[config.mk]
export PLATFORM = sky130hd
export DESIGN_NAME = pipe_ctrl
export DESIGN_NICKNAME = d
export VERILOG_FILES = /design/src/rtl/pipe_ctrl_pkg.sv /design/src/rtl/pipe_wdog.sv /design/src/rtl/pipe_ctrl.sv
export SDC_FILE = /design/constraint.sdc
export NUM_CORES = 1
export LEC_CHECK = 0
export BUFFER_PORTS_ARGS = -buffer_cell sky130_fd_sc_hd__buf_2
export CELL_PAD_IN_SITES_DETAIL_PLACEMENT = 0
export CELL_PAD_IN_SITES_GLOBAL_PLACEMENT = 1
export CORE_UTILIZATION = 45
export DETAILED_ROUTE_END_ITERATION = 7
export GPL_TIMING_DRIVEN = 1
export PLACE_DENSITY_LB_ADDON = 0.1
export REMOVE_ABC_BUFFERS = 1
export SYNTH_ARGS = -nofsm -noshare
export SYNTH_HDL_FRONTEND = slang
export SYNTH_SLANG_ARGS = --single-unit
[constraint.sdc]
create_clock -name clk -period 7.2 [get_ports clk]
set_input_delay 1.44 -clock clk [delete_from_list [all_inputs] [get_ports clk]]
set_output_delay 1.44 -clock clk [all_outputs]
set_load 0.01 [all_outputs]
[src/rtl/pipe_ctrl_pkg.sv]
// Shared types and helpers for the pipeline stall/flush controller.
// Latency: n/a (constants and pure functions only).
// Backpressure: n/a.
package pipe_ctrl_pkg;

    // Widest pipeline the helpers below can describe.
    localparam int MAX_NSTAGE = 32;

    typedef logic [MAX_NSTAGE-1:0] stage_vec_t;

    localparam stage_vec_t STALL_NONE = '0;
    localparam stage_vec_t STALL_ALL  = '1;

    // Width needed to encode a flush depth of 0..n stages.
    function automatic int fsw_of(input int n);
        return $clog2(n + 1);
    endfunction

    // Index of the highest set bit, or -1 when the vector is empty.
    function automatic int hi_idx(input stage_vec_t v);
        int h;
        h = -1;
        for (int i = 0; i < MAX_NSTAGE; i++) begin
            if (v[i]) h = i;
        end
        return h;
    endfunction

endpackage

[src/rtl/pipe_wdog.sv]
// Stall watchdog: saturating run-length counter with a sticky timeout flag.
// Latency: flag sets on the edge that completes LIMIT consecutive active cycles.
// Backpressure: none; clr has priority over a coincident set.
module pipe_wdog #(
    parameter int W     = 16,
    parameter int LIMIT = 1023
) (
    input  logic clk,
    input  logic rst_n,
    input  logic active,
    input  logic clr,
    output logic timeout
);

    logic [W-1:0] cnt;

    // Count consecutive active cycles, holding at all ones; any idle cycle restarts the run.
    always_ff @(posedge clk or negedge rst_n) begin
        if (!rst_n) begin
            cnt <= '0;
        end else if (!active) begin
            cnt <= '0;
        end else if (cnt != '1) begin
            cnt <= cnt + W'(1);
        end
    end

    // Sticky flag: set when the run reaches the limit, cleared only by clr.
    always_ff @(posedge clk or negedge rst_n) begin
        if (!rst_n) begin
            timeout <= 1'b0;
        end else if (clr) begin
            timeout <= 1'b0;
        end else if (active && (cnt == W'(LIMIT - 1))) begin
            timeout <= 1'b1;
        end
    end

endmodule

[src/rtl/pipe_ctrl.sv]
// Per-stage stall/bubble/flush generator for an NSTAGE in-order pipeline.
// Latency: stall/bubble same cycle; flush issues >=1 cycle after flush_req.
// Backpressure: stallreq_glb stalls all stages and holds any pending flush.
module pipe_ctrl
    import pipe_ctrl_pkg::*;
#(
    parameter int NSTAGE     = 6,
    parameter int WDOG_W     = 16,
    parameter int WDOG_LIMIT = 1023,
    parameter int PERF_W     = 32,
    localparam int FSW       = fsw_of(NSTAGE)
) (
    input  logic              clk,
    input  logic              rst_n,
    input  logic [NSTAGE-1:0] stallreq,
    input  logic              stallreq_glb,
    input  logic              flush_req,
    input  logic [FSW-1:0]    flush_stage,
    input  logic              wdog_clr,
    output logic [NSTAGE-1:0] stall,
    output logic [NSTAGE-1:0] bubble,
    output logic [NSTAGE-1:0] flush,
    output logic              flush_pending,
    output logic              wdog_timeout,
    output logic [PERF_W-1:0] stall_cycles
);

    // NSTAGE must not exceed MAX_NSTAGE from the package.

    logic              pending;
    logic [FSW-1:0]    pend_s;
    logic [FSW-1:0]    clamp_s;
    logic              new_flush;
    logic              issue;
    stage_vec_t        req_ext;
    int                hi;
    logic [NSTAGE-1:0] raw;
    logic [NSTAGE-1:0] bub;
    logic [NSTAGE-1:0] fl;

    assign clamp_s   = (int'(flush_stage) > NSTAGE) ? FSW'(NSTAGE) : flush_stage;
    assign new_flush = flush_req && (flush_stage != '0);
    assign issue     = pending && !stallreq_glb;

    // Stall everything up to the oldest requester, bubble the stage behind it, flush the pending depth.
    always_comb begin
        req_ext               = STALL_NONE;
        req_ext[NSTAGE-1:0]   = stallreq;
        hi                    = hi_idx(req_ext);
        raw                   = '0;
        bub                   = '0;
        fl                    = '0;
        for (int k = 0; k < NSTAGE; k++) begin
            raw[k] = stallreq_glb || (hi >= k);
            fl[k]  = issue && (k < int'(pend_s));
        end
        if (stallreq_glb) begin
            raw = STALL_ALL[NSTAGE-1:0];
        end else if ((hi >= 0) && (hi < NSTAGE - 1)) begin
            bub[hi+1] = 1'b1;
        end
    end

    // Outputs are forced low while reset is asserted; a flushed stage is never held.
    always_comb begin
        stall  = '0;
        bubble = '0;
        flush  = '0;
        if (rst_n) begin
            stall  = raw & ~fl;
            bubble = bub;
            flush  = fl;
        end
    end

    // Capture flush requests; merge to the deeper one while held, or replace after an issue.
    always_ff @(posedge clk or negedge rst_n) begin
        if (!rst_n) begin
            pending <= 1'b0;
            pend_s  <= '0;
        end else if (issue) begin
            pending <= new_flush;
            if (new_flush) pend_s <= clamp_s;
        end else if (new_flush) begin
            pending <= 1'b1;
            if (!pending || (clamp_s > pend_s)) pend_s <= clamp_s;
        end
    end

    assign flush_pending = pending;

    // Count cycles in which the fetch stage is held; wraps naturally.
    always_ff @(posedge clk or negedge rst_n) begin
        if (!rst_n) begin
            stall_cycles <= '0;
        end else if (stall[0]) begin
            stall_cycles <= stall_cycles + PERF_W'(1);
        end
    end

    pipe_wdog #(
        .W     (WDOG_W),
        .LIMIT (WDOG_LIMIT)
    ) u_wdog (
        .clk     (clk),
        .rst_n   (rst_n),
        .active  (|stall),
        .clr     (wdog_clr),
        .timeout (wdog_timeout)
    );

endmodule
==> out/summary.txt, run 1 <==
Area of combinational cells with multiple inputs = 1700 um2
Clock root cell = sky130_fd_sc_hd__clkbuf_8
Critical path launch point type = input pin
EDFF count, synth = 0
Post-synthesis async set-or-reset flop share = 100%
Data arrival, critical path = 3.94 ns
Antenna violations before repair = 0
Post-synthesis sequential element count = 53
Number of remaining DRC errors = 0
Fmax = 186 MHz
Clock-pin slew on the worst setup and hold paths = 0.10 ns
Die height = 85.7 um
Final hold violations = 0
Power per unit of standard cell area = 197 nW/um2
Setup crit end kind = output port
Final worst path period need = 5.38 ns
Largest voltage drop on the vdd net = 0.148 mV
Distinct cell type count of the synthesized netlist = 52
Detailed Place HPWL = 4700 um
Antenna diodes = 0
Critical path required time = 5.76 ns
Clock insertion delay at the later pin of the skew report = 0.31 ns
Area growth from synthesis to layout = 15.1%
Number of filler cells placed in the layout = 661
Cell area after layout = 3630 um2
Number of nets in the final layout = 418
Via count of the first global-routing pass = 2363
Site Rows = 30
Worst min path class = flip-flop to flip-flop
Final non-filler cell total = 487
Synthesized cell area = 3150 um2
Number of gates resized after cts = 0
First-pass GRT wire length = 11100 um
Area leader, netlist = sky130_fd_sc_hd__dfrtp_1
Post-Synthesis Mean Instance Area = 9.58 um2
Flip-flop cell with the highest count after synthesis = sky130_fd_sc_hd__dfrtp_1
X dimension of the die = 85.7 um
Smallest setup slack after layout = 1.82 ns
Total track usage = 18.9%
Weighted congestion at the end of routability-driven global placement = 0.778
RR Startpoint = stall_cycles[5]
Clock buffer count from CTS = 5
Ratio of routed vias to standard cells = 5.28
Clock Sink Count = 53
Synth top area share = 42.1%
Kind of critical path = input pin to output port
Sequential cell area = 1330 um2
TritonRoute pass-1 iters = 4
Post-CTS Setup Bufs = 0
Number of warnings issued by yosys = 0
Port Buffers = 65
Final antenna-violating net count = 0
Starting utilization of the core area = 46.4%
Residual overflow from global routing = 0
Placed instance count = 479
Share of final-layout standard cells stronger than drive strength 1 = 22.8%
Slew at the pin with the worst max-slew slack = 1.19 ns
Hold wc startpoint = stall_cycles[11]
Pins Over Slew Limit = 0
Count of vias placed by the detailed router = 2573
Number of buffers added to fix hold violations after cts = 0
Sequential cell area fraction in the yosys report = 42.1%
Max-Cap Viols = 0
CTS tree = yes
Die area = 7350 um2
Static Leak = 1.72 nW
Dominant cells by area after synthesis = sky130_fd_sc_hd__dfrtp_1 (42%), sky130_fd_sc_hd__xnor2_1 (8.1%), sky130_fd_sc_hd__ha_1 (5.6%)
Area after DPL = 3540 um2
Final setup violation count = 0
Total detailed-routing wirelength = 6580 um
Area of the placeable core = 6790 um2
Part of the cycle the worst path needs = 74.8%
Final core occ = 53.4%
Final hold slack = 0.488 ns
Maximum number of pins on one net before global-route repair = 66
WL/cell = 13.5 um
Post-Syn Instances = 329
Tightest slew margin relative to the limit = 20.1%
Setup repair after global routing missed its margin = false
Starting DRC count in detailed routing = 62
Result of the run = complete, no violations
Bufs on Longest Clock Path = 2
Worst setup slack after placement = 1.79 ns
Maximum level of the CTS H-tree = 2
Total negative slack = 0 ns
Final Total Pwr = 0.715 mW
Maximum fanout encountered on the critical timing path = 5
Worst clock skew = 0.00975 ns
Number of ports placed on the die boundary = 66
Worst setup path startpoint = stallreq[3]
synthesized netlist by cell type (all sizes together), types with 7 or more instances:
| master | count |
|---|---|
| xor2 | 10 |
| ha | 14 |
| nand4 | 15 |
| nor2 | 28 |
| nand3 | 19 |
| nand2 | 26 |
| o21ai | 10 |
| a21oi | 8 |
| inv | 15 |
| clkbuf | 9 |
| nor3 | 11 |
| nor4 | 7 |
| xnor2 | 29 |
| and4 | 7 |
| and3 | 12 |
| dfrtp | 53 |
metal layers:
layer	part of all wire [%]	GRT usage, %	wire (um)	up-vias
li1	-	-	-	1297
met1	51	26.2	3350	1222
met2	44	30.3	2920	46
met3	3.4	3.56	224	8
met4	1.3	5.00	84	0
met5	0	0	0	-
path summary, 6_finish.rpt:
path / to / slack, ns / cells after the start
worst max register to register: stall_cycles[27] / 4.75 / 5
min in group asynchronous: u_wdog.cnt[13] / 1.26 / 2
worst min-delay path: stall_cycles[11] / 0.49 / 1
worst max-delay path: bubble[0] / 1.82 / 12
worst min register to register: stall_cycles[11] / 0.49 / 1
max in group asynchronous: u_wdog.timeout / 5.42 / 2
state kept, by name, summed over array words and instances, names as in the netlist:
signal,cells
flush_pending,1
pend_s,3
stall_cycles,32
u_wdog.cnt,16
u_wdog.timeout,1
critical path: stages:
cell	delay, ns
sky130_fd_sc_hd__buf_2	0.14
sky130_fd_sc_hd__nor4_1	0.60
sky130_fd_sc_hd__nand2_1	0.16
sky130_fd_sc_hd__inv_1	0.17
sky130_fd_sc_hd__nand2_1	0.10
sky130_fd_sc_hd__ha_1	0.28
sky130_fd_sc_hd__nand4b_1	0.09
sky130_fd_sc_hd__nor4_1	0.19
sky130_fd_sc_hd__o211ai_1	0.14
sky130_fd_sc_hd__or2_2	0.34
sky130_fd_sc_hd__nor3_1	0.14
sky130_fd_sc_hd__buf_2	0.16
power by group:
part / internal, mW / switching, mW
clock: 0.0692 / 0.101
combinational: 0.0745 / 0.0906
sequential: 0.333 / 0.0471
cell type report:
cell class	count	area share, %
sequential	53	36.6
inverter	15	1.55
multi-input combinational	249	46.9
clock buffer	5	1.90
timing repair buffer	66	9.17
clock inverter	3	0.586
tap	96	3.31
cells by family after synthesis:
| kind of cell | after synthesis | synth area share, % |
|---|---|---|
| AND/OR/NAND/NOR | 151 | 26.5 |
| flip-flops | 53 | 42.1 |
| AO/OA/AOI/OAI | 40 | 9.37 |
| XOR/XNOR | 39 | 10.8 |
| buffers and inverters | 27 | 3.93 |
| adder cells (fa/ha/maj) | 14 | 5.56 |
| multiplexers | 5 | 1.71 |
cell usage in the layout, fill, tap and decap left out, types with 2 or more instances in the layout:
| cell type | Yosys | routed |
|---|---|---|
| sky130_fd_sc_hd__o211ai_1 | 3 | 3 |
| sky130_fd_sc_hd__clkbuf_8 | 1 | 5 |
| sky130_fd_sc_hd__and3b_1 | 2 | 2 |
| sky130_fd_sc_hd__xor2_1 | 10 | 10 |
| sky130_fd_sc_hd__nand4_1 | 15 | 15 |
| sky130_fd_sc_hd__or2_2 | 3 | 3 |
| sky130_fd_sc_hd__and2_1 | 5 | 5 |
| sky130_fd_sc_hd__ha_1 | 14 | 14 |
| sky130_fd_sc_hd__and4_1 | 7 | 7 |
| sky130_fd_sc_hd__nor4_1 | 6 | 6 |
| sky130_fd_sc_hd__xnor2_1 | 29 | 29 |
| sky130_fd_sc_hd__mux2i_1 | 2 | 2 |
| sky130_fd_sc_hd__dfrtp_1 | 53 | 53 |
| sky130_fd_sc_hd__buf_2 | 1 | 65 |
| sky130_fd_sc_hd__a211oi_1 | 5 | 5 |
| sky130_fd_sc_hd__nor3_1 | 11 | 11 |
| sky130_fd_sc_hd__a31oi_1 | 2 | 2 |
| sky130_fd_sc_hd__nand2b_1 | 2 | 2 |
| sky130_fd_sc_hd__o21ai_0 | 10 | 10 |
| sky130_fd_sc_hd__nor3b_1 | 4 | 4 |
| sky130_fd_sc_hd__nor2_1 | 27 | 27 |
| sky130_fd_sc_hd__a311oi_1 | 3 | 3 |
| sky130_fd_sc_hd__nor2b_1 | 3 | 3 |
| sky130_fd_sc_hd__mux2_2 | 3 | 3 |
| sky130_fd_sc_hd__inv_1 | 15 | 15 |
| sky130_fd_sc_hd__and3_1 | 11 | 11 |
| sky130_fd_sc_hd__nand3_1 | 19 | 19 |
| sky130_fd_sc_hd__nand2_1 | 26 | 26 |
| sky130_fd_sc_hd__a21oi_1 | 8 | 8 |
(Power assumes the default switching activity.)
==> run 2: changes to the inputs <==
--- a/config.mk
+++ b/config.mk
@@ -8,7 +8,7 @@
 export BUFFER_PORTS_ARGS = -buffer_cell sky130_fd_sc_hd__buf_2
 export CELL_PAD_IN_SITES_DETAIL_PLACEMENT = 0
 export CELL_PAD_IN_SITES_GLOBAL_PLACEMENT = 1
-export CORE_UTILIZATION = 45
+export CORE_UTILIZATION = 38
 export DETAILED_ROUTE_END_ITERATION = 7
 export GPL_TIMING_DRIVEN = 1
 export PLACE_DENSITY_LB_ADDON = 0.1
==> constraint.sdc (replaced) <==
create_clock -name clk -period 4.45 [get_ports clk]
set_input_delay 0.89 -clock clk [delete_from_list [all_inputs] [get_ports clk]]
set_output_delay 0.89 -clock clk [all_outputs]
set_load 0.01 [all_outputs]
==> run 2 against run 1 <==
- worst setup slack worse by 1.4 ns
- critical path depth is 1 higher
- global-route usage is 1.6 points lower
- clock power is 58% higher
- largest cell class unchanged
- clock-buffer cell count is 1 higher
- via count is 0.86% lower
- clock skew is 0.0079 ns higher
- critical endpoint unchanged
==> out/summary.txt, run 2 (synthesis results as in run 1) <==
Result of the run = complete, no violations
Bufs on Longest Clock Path = 2 (unchanged)
Area growth from synthesis to layout = 16.2%
Total negative slack = 0 ns (unchanged)
Number of ports placed on the die boundary = 66 (unchanged)
Site Rows = 32 (+6.7%)
Detailed Place HPWL = 5060 um (+7.6%)
Post-CTS Setup Bufs = 0 (unchanged)
Share of final-layout standard cells stronger than drive strength 1 = 23.3% (+0.53 points)
Number of gates resized after cts = 0 (unchanged)
Final antenna-violating net count = 0 (unchanged)
Port Buffers = 65 (unchanged)
Reg2Reg Capture Point = stall_cycles[26]
Area of the placeable core = 7890 um2 (+16%)
Fmax = 245 MHz
Maximum fanout encountered on the critical timing path = 6 (+1)
Total track usage = 17.2% (-1.6 points)
Maximum level of the CTS H-tree = 2 (unchanged)
Starting utilization of the core area = 40.0% (-6.4 points)
Final hold slack = 0.485 ns (-0.00315 ns)
Int Power = 0.774 mW (+62%)
Antenna violations before repair = 0 (unchanged)
Registers with the most flip-flops = stall_cycles x32, u_wdog.cnt x16, pend_s x3
Most common cell after layout, fill and taps aside = sky130_fd_sc_hd__buf_2
Buffers & Inverters on Critical Path = 3 (unchanged)
First-pass GRT wire length = 12000 um (+7.9%)
Kind of critical path = input pin to output port
CTS tree = yes
R2R setup slack = 2.26 ns (-2.49 ns)
Critical path required time = 3.56 ns (-2.20 ns)
WL/cell = 13.9 um (+2.9%)
Setup repair after global routing missed its margin = false
Ratio of routed vias to standard cells = 5.13 (-2.8%)
Commonest non-fill, non-tap cells in the layout = sky130_fd_sc_hd__buf_2 (65), sky130_fd_sc_hd__dfrtp_1 (53), sky130_fd_sc_hd__xnor2_1 (29), sky130_fd_sc_hd__nor2_1 (27), sky130_fd_sc_hd__nand2_1 (26)
RR Startpoint = pend_s[1]
Slew at the pin with the worst max-slew slack = 0.541 ns (-0.647 ns)
Die height = 93.1 um (+8.6%)
Cell family with the largest share of critical-path delay = simple AND/OR/NAND/NOR gates
Sequential power share = 53.2% (about the same)
Weighted congestion at the end of routability-driven global placement = 0.805 (+3.5%)
Count of vias placed by the detailed router = 2551 (-0.86%)
Power per unit of standard cell area = 315 nW/um2 (+60%)
Data arrival, critical path = 3.19 ns (-0.75 ns)
Die area = 8670 um2 (+18%)
Worst clock skew = 0.0177 ns (+0.00790 ns)
Antenna diodes = 0 (unchanged)
Max-Cap Viols = 0 (unchanged)
Clock root cell = sky130_fd_sc_hd__clkbuf_8
Switching power as a share of total power = 32.9% (-0.41 points)
Part of the total power dissipated in the clock network = 23.3% (-0.4 points)
Residual overflow from global routing = 0 (unchanged)
Clock buffer count from CTS = 5 (unchanged)
Worst stage delay on the critical path = 0.35 ns (-0.25 ns)
Number of nets in the final layout = 422 (+0.96%)
Clock insertion delay at the later pin of the skew report = 0.31 ns (about the same)
Hold endpoint = stall_cycles[31]
Critical path launch point type = input pin
Number of logic stages on the critical path including buffering = 13 (+1)
Tightest slew margin relative to the limit = 63.9% (+44 points)
Cell depth of the worst min-delay path = 1 (unchanged)
X dimension of the die = 93.1 um (+8.6%)
Worst-case reg-to-reg path depth = 5 (unchanged)
Final hold violations = 0 (unchanged)
Maximum number of pins on one net before global-route repair = 39 (-41%)
Setup crit end kind = output port
Clock Sink Count = 53 (unchanged)
Static Leak = 1.74 nW (+1.3%)
Final worst path period need = 4.08 ns
P_sw = 0.380 mW (+59%)
Clock-pin slew on the worst setup and hold paths = 0.10 ns (about the same)
Reg with most FFs = stall_cycles
Number of flip-flops under the largest register name = 32 (unchanged)
Number of buffers added to fix hold violations after cts = 0 (unchanged)
Largest voltage drop on the vdd net = 0.218 mV (+47%)
Worst min path class = flip-flop to flip-flop
TritonRoute pass-1 iters = 4 (unchanged)
Starting DRC count in detailed routing = 52 (-16%)
Crit-path cells = buf_2 > nor2_1 > nand2_1 > inv_1 > ha_1 > nand2_1 > ha_1 > nand4b_1 > nor4_1 > o211ai_1 > or2_2 > nor3_1 > buf_2
Total detailed-routing wirelength = 6910 um (+5.0%)
Hold wc startpoint = stall_cycles[31]
Via count of the first global-routing pass = 2437 (+3.1%)
Combinational power share = 23.5% (+0.4 points)
Pins Over Slew Limit = 0 (unchanged)
Final setup violation count = 0 (unchanged)
Part of the cycle the worst path needs = 91.7%
Number of remaining DRC errors = 0 (unchanged)
CP max-delay cell = sky130_fd_sc_hd__or2_2
run 2: cell count changes in the layout (fill, tap and decap cells not counted):
| cell | before | now |
|---|---|---|
| sky130_fd_sc_hd__buf_4 | 1 | 5 |
| sky130_fd_sc_hd__clkbuf_1 | 0 | 1 |
| sky130_fd_sc_hd__clkinvlp_4 | 1 | 0 |
run 2: layout make-up:
class / count / area [um2]
fillers: 790 / 4230
multi-input cells: 249 / 1700
repair buffers: 70 / 363
clock inverters: 2 / 13.8
clock buffers: 6 / 72.6
flip-flops and latches: 53 / 1330
inverters: 15 / 56.3
well taps: 102 / 128
run 2: per-stage QoR:
step / util, % / setup WS, ns / power [mW] / std cells / cell area, um2
2_1_floorplan: - / 0.561 / 0.784 / 317 / 3090
3_5_place_dp: 45.3 / 0.383 / 0.897 / 489 / 3580
5_1_grt: 46.4 / 0.0884 / 1.25 / 497 / 3660
3_3_place_gp: 45.3 / 0.447 / 0.893 / 489 / 3580
4_1_cts: 46.4 / 0.386 / 1.17 / 497 / 3660
6_report: 46.4 / 0.371 / 1.15 / 497 / 3660
run 2: layer usage:
metal / vias to the layer above / wire (um) / track usage, %
met5: - / 0 / 0
met4: 0 / 48 / 4.23
met3: 4 / 203 / 2.68
met2: 42 / 3050 / 26.4
met1: 1195 / 3610 / 25.4
li1: 1310 / - / -
run 2: worst max-delay path by stage:
stage / startpoint / to / slack [ns]
floorplan: stallreq[1] / bubble[0] / 0.56
global placement: stallreq[3] / bubble[1] / 0.45
detailed placement: stallreq[3] / bubble[0] / 0.38
CTS: stallreq[3] / bubble[0] / 0.39
global route: stallreq[1] / bubble[3] / 0.09
finish: stallreq[4] / bubble[0] / 0.37
run 2: worst register-to-register path: cells and delay by family (launching register included):
kind / cells / cell delay [ns]
AOI/OAI and AO/OA: 1 / 0.38
DFF: 1 / 0.48
and+or+nand+nor: 3 / 1.07
xor gates and xnor gates: 1 / 0.16
run 2: power by group through the flow:
stage | registers (mW) | clock network (mW) | logic [mW]
after floorplan | 0.620 | 0 | 0.164
after global placement | 0.620 | 0 | 0.272
after detailed placement | 0.622 | 0 | 0.275
after CTS | 0.614 | 0.284 | 0.276
after global routing | 0.628 | 0.305 | 0.314
final | 0.614 | 0.269 | 0.272
